==> config.mk <==
export PLATFORM = sky130hd
export DESIGN_NAME = bpu_table_ctrl
export DESIGN_NICKNAME = d
export VERILOG_FILES = /design/src/rtl/bpu_table_ctrl.sv
export SDC_FILE = /design/constraint.sdc
export NUM_CORES = 1
export LEC_CHECK = 0
export CAP_MARGIN = 15
export CORE_ASPECT_RATIO = 0.5
export CORE_UTILIZATION = 43
export CTS_CLUSTER_DIAMETER = 200
export CTS_CLUSTER_SIZE = 28
export DETAILED_ROUTE_END_ITERATION = 12
export GPL_TIMING_DRIVEN = 0
export HOLD_SLACK_MARGIN = 0.1
export PLACE_DENSITY = 0.91
export SYNTH_ARGS = -nofsm -noshare
export SYNTH_HDL_FRONTEND = slang
export SYNTH_SLANG_ARGS = --single-unit
==> constraint.sdc <==
create_clock -name cpu_clk -period 1.9 [get_ports cpu_clk]
set_clock_uncertainty 0.15 [all_clocks]
set_input_delay 0.19 -clock cpu_clk [delete_from_list [all_inputs] [get_ports cpu_clk]]
set_output_delay 0.19 -clock cpu_clk [all_outputs]
set_load 0.02 [all_outputs]
==> src/rtl/bpu_table_ctrl.sv <==
// Write-port arbiter for a branch-prediction table: a clear sweep after reset or flush,
// then registered single-cycle ID-stage updates once the table is ready.
module bpu_table_ctrl #(
    parameter int unsigned      IDX_W    = 13,
    parameter int unsigned      ENT_W    = 47,
    parameter logic [ENT_W-1:0] CLR_DATA = ENT_W'(2) << 32
) (
    input  logic             cpu_clk,
    input  logic             cpu_rstn,
    input  logic             flush_req,
    input  logic             upd_req,
    input  logic [IDX_W-1:0] upd_idx,
    input  logic [ENT_W-1:0] upd_wdata,
    output logic             upd_ack,
    output logic             tbl_we,
    output logic [IDX_W-1:0] tbl_widx,
    output logic [ENT_W-1:0] tbl_wdata,
    output logic             pred_en,
    output logic             clr_done
);

    typedef enum logic [0:0] {StClear, StReady} state_e;

    state_e             state_q, state_d;
    logic [IDX_W-1:0]   cnt_q, cnt_d;
    logic               we_q, we_d;
    logic [IDX_W-1:0]   widx_q, widx_d;
    logic [ENT_W-1:0]   wdata_q, wdata_d;
    logic               pred_q, pred_d;
    logic               done_q, done_d;
    logic               last_idx;

    assign last_idx = (cnt_q == {IDX_W{1'b1}});

    always_ff @(posedge cpu_clk or negedge cpu_rstn) begin
        if (!cpu_rstn) begin
            state_q <= StClear;
        end else begin
            state_q <= state_d;
        end
    end

    always_comb begin
        state_d = state_q;
        unique case (state_q)
            StClear: if (!flush_req && last_idx) state_d = StReady;
            StReady: if (flush_req)              state_d = StClear;
            default: state_d = StClear;
        endcase
    end

    always_comb begin
        cnt_d   = cnt_q;
        we_d    = 1'b0;
        widx_d  = widx_q;
        wdata_d = wdata_q;
        pred_d  = pred_q;
        done_d  = 1'b0;
        upd_ack = 1'b0;
        unique case (state_q)
            StClear: begin
                we_d    = 1'b1;
                wdata_d = CLR_DATA;
                if (flush_req) begin
                    // Restart in place: this edge writes index 0, so the sweep resumes at 1.
                    widx_d = '0;
                    cnt_d  = IDX_W'(1);
                end else begin
                    widx_d = cnt_q;
                    cnt_d  = cnt_q + IDX_W'(1);
                    if (last_idx) begin
                        pred_d = 1'b1;
                        done_d = 1'b1;
                    end
                end
            end
            StReady: begin
                if (flush_req) begin
                    cnt_d  = '0;
                    pred_d = 1'b0;
                end else if (upd_req) begin
                    upd_ack = 1'b1;
                    we_d    = 1'b1;
                    widx_d  = upd_idx;
                    wdata_d = upd_wdata;
                end
            end
            default: ;
        endcase
    end

    always_ff @(posedge cpu_clk or negedge cpu_rstn) begin
        if (!cpu_rstn) begin
            cnt_q   <= '0;
            we_q    <= 1'b0;
            widx_q  <= '0;
            wdata_q <= '0;
            pred_q  <= 1'b0;
            done_q  <= 1'b0;
        end else begin
            cnt_q   <= cnt_d;
            we_q    <= we_d;
            widx_q  <= widx_d;
            wdata_q <= wdata_d;
            pred_q  <= pred_d;
            done_q  <= done_d;
        end
    end

    assign tbl_we    = we_q;
    assign tbl_widx  = widx_q;
    assign tbl_wdata = wdata_q;
    assign clr_done  = done_q;
    // Predictions are withdrawn already in the cycle a flush is presented.
    assign pred_en   = pred_q & ~flush_req;

endmodule

==> flow_metrics.tcl, run 1 <==
set metrics [dict create \
    diodes 0 \
    grt_pass1_wl_mm 14.0 \
    yosys.area.top_type "dfrtp_1" \
    post-cts-setup-buffer-count 0 \
    cts_buffers 9 \
    hold_viol 0 \
    grtUsageTotal_pct 25.5 \
    post-dp-hpwl_mm 6.34 \
    clock_sinks 77 \
    r2r_end "cnt_q[12]" \
    cp-start-kind "flop" \
    p_total_mw 3.49 \
    synth_cell_types 33 \
    die_h_um 61.9 \
    critical_path.endpoint "upd_ack" \
    placed_area_um2 4470 \
    core_area_um2 6810 \
    clkTransAtPathRegs_ns 0.06 \
    critPathArrivalTime_ns 1.50 \
    r2r.worst_path.cells 4 \
    clk_latency_ns 0.33 \
    synthArstFlopShare_pct 100 \
    status "finished clean" \
    total_leakage_power_nw 2.07 \
    hold-path-cell-count 3 \
    synth_edf_count 0 \
    clk_path_buf_depth 2 \
    dieArea_um2 7530 \
    rr_startpoint "cnt_q[0]" \
    grt_max_degree 78 \
    wirelength_mm 9.45 \
    cts_tree "yes" \
    port_buffers 127 \
    ys_seq_elements 77 \
    max_slew_margin_pct 36.7 \
    synth_common_cells "77 x dfrtp_1, 47 x a22o_1, 22 x a21oi_1" \
    seq_area_frac_synth_pct 62.5 \
    fin_cells 484 \
    power.density_nw_per_um2 733 \
    critPathLaunch "state_q" \
    finalCriticalPeriod_ns 1.84 \
    ios 128 \
    rows 21 \
    netlist.area_leader.share_pct 62.5 \
    die_w_um 122 \
    fmax_mhz 543 \
    ir_drop_mv 0.559 \
    holdWs_ns 0.211 \
    synthFlopType "dfrtp_1" \
    antenna_found_initial 0 \
    min_path_type "input pin to flop" \
    drt-initial-drc-count 275 \
    critPathCaptureType "primary output" \
    htree_num_levels 3 \
    start_util_pct 45.3 \
    reg2reg_slack_ns 0.10 \
    yosysWarningCount 0 \
    num-nets-final 452 \
    dr.pass1.iters 4 \
    globalplace.congestion 0.797 \
    worst_pin_slew_ns 0.949 \
    vias 2727 \
    design_area_um2 4770 \
    dp_cells 467 \
    drv_slew 0 \
    required_ns 1.56 \
    grt_overflow 0 \
    synth_fp_nets 313 \
    grt_pass1_vias 2690 \
    max_cap_viol_count 0 \
    fin_crit_sh_pct 97.0 \
    syn_inst 248 \
    synth_most_common_cell "dfrtp_1" \
    root_buffer "clkbuf_16" \
    drive_gt1_share_pct 6.89 \
    via_per_inst 5.63 \
    ant_nets 0 \
    path_class "flop to primary output" \
    avgSynthCellArea_um2 12.4 \
    routedWlPerCell_um 19.5 \
    drc 0 \
    hold_path.startpoint "upd_req" \
    setup_violations 0 \
    cp_max_fo 10 \
    syn_area_um2 3080 \
    syn_to_final_growth_pct 54.6 \
    yosys-top-cells-area "dfrtp_1 63%, a22o_1 13%, a21oi_1 3.6%, o2bb2ai_1 3.1%, and3_1 2.2%" \
]
==> report_power, final <==
part	internal, mW	switching, mW	leakage [nW]
clock	0.955	0.619	0.134
combinational	0.142	0.101	0.875
sequential	1.66	0.0216	1.06
total	2.75	0.741	2.07
==> layout make-up <==
| type | instances | area (um^2) |
|---|---|---|
| clock buffer | 15 | 268 |
| multi-input combinational | 148 | 1070 |
| inverter | 4 | 15.0 |
| buffer | 19 | 88.8 |
| fill | 457 | 2040 |
| tap | 92 | 115 |
| clock inverter | 1 | 5.00 |
| sequential | 77 | 1930 |
| timing repair buffer | 128 | 1280 |
==> cells in the final DEF (no fill, tap or decap), types with 2 or more instances in the layout <==
| cell | instances |
|---|---|
| a21oi_1 | 21 |
| or4_1 | 4 |
| nand4_1 | 2 |
| nand2b_1 | 2 |
| nand2_1 | 6 |
| buf_4 | 2 |
| clkdlybuf4s50_1 | 123 |
| buf_2 | 3 |
| o2bb2ai_1 | 11 |
| clkbuf_2 | 2 |
| clkbuf_16 | 9 |
| o31ai_1 | 4 |
| clkbuf_1 | 12 |
| a22o_1 | 47 |
| o21ai_0 | 7 |
| or3_1 | 4 |
| and3_1 | 11 |
| xor2_1 | 2 |
| inv_1 | 4 |
| nand4b_1 | 3 |
| nor2_1 | 6 |
| clkbuf_8 | 2 |
| buf_1 | 4 |
| nand3_1 | 3 |
| dfrtp_1 | 76 |
| nor2b_1 | 3 |
==> critical path, stage by stage (launching register included) <==
cell             delay [ns]
dfrtp_1                0.41
nand2_1                0.11
nor2_1                 0.16
buf_4                  0.20
clkdlybuf4s15_2        0.27
==> routing by layer <==
| metal | up-vias | global-route usage [%] | share of wire [%] |
|---|---|---|---|
| li1 | 1220 | - | - |
| met1 | 1355 | 29.5 | 38 |
| met2 | 116 | 44.6 | 54 |
| met3 | 36 | 8.21 | 5.2 |
| met4 | 0 | 12.7 | 3.0 |
| met5 | - | 0 | 0 |
==> cell families after synthesis <==
family	synth area share [%]
AO/OA/AOI/OAI	22.7
flip-flops	62.5
AND/OR/NAND/NOR	9.70
buffers and inverters	3.12
XOR/XNOR	0.852
multiplexers	0.690
adder cells (fa/ha/maj)	0.406
==> per-stage QoR <==
stage | util, % | TNS, ns | setup slack, ns
after floorplan | - | 0 | 0.301
after global placement | 65.7 | -156.58 | -1.90
after detailed placement | 65.6 | -14.40 | -0.524
after CTS | 69.8 | 0 | 0.00369
after global routing | 70.0 | -0.0293 | -0.0293
final | 70.0 | 0 | 0.0572
==> sequential cells by signal (all words and copies together) (netlist names) <==
| register | flops |
|---|---|
| pred_q | 1 |
| cnt_q | 13 |
| state_q | 1 |
| clr_done | 1 |
| tbl_we | 1 |
| tbl_widx | 13 |
| tbl_wdata | 47 |
==> what timing repair did <==
action                     4_1_cts  5_1_grt
hold endpoints to repair        77        0
hold buffers                     1        0
resized for setup                6       11
setup endpoints to repair        2       53
==> worst min-delay path by stage <==
stage	slack (ns)	end
detailed placement	0.24	tbl_wdata[25]
CTS	0.30	tbl_wdata[9]
finish	0.21	tbl_wdata[33]
global route	0.22	tbl_wdata[33]
floorplan	-0.26	clr_done
global placement	0.31	tbl_widx[3]
No activity file was read; power rests on OpenSTA's default activity.
==> run 2: changes to the inputs <==
--- a/config.mk
+++ b/config.mk
@@ -5,7 +5,7 @@
 export SDC_FILE = /design/constraint.sdc
 export NUM_CORES = 1
 export LEC_CHECK = 0
-export CAP_MARGIN = 15
+export CAP_MARGIN = 10
 export CORE_ASPECT_RATIO = 0.5
 export CORE_UTILIZATION = 43
 export CTS_CLUSTER_DIAMETER = 200
@@ -17,3 +17,4 @@
 export SYNTH_ARGS = -nofsm -noshare
 export SYNTH_HDL_FRONTEND = slang
 export SYNTH_SLANG_ARGS = --single-unit
+export TNS_END_PERCENT = 50
==> results of run 2 <==
The final DEF is identical to that of run 1; final timing and power are the same.
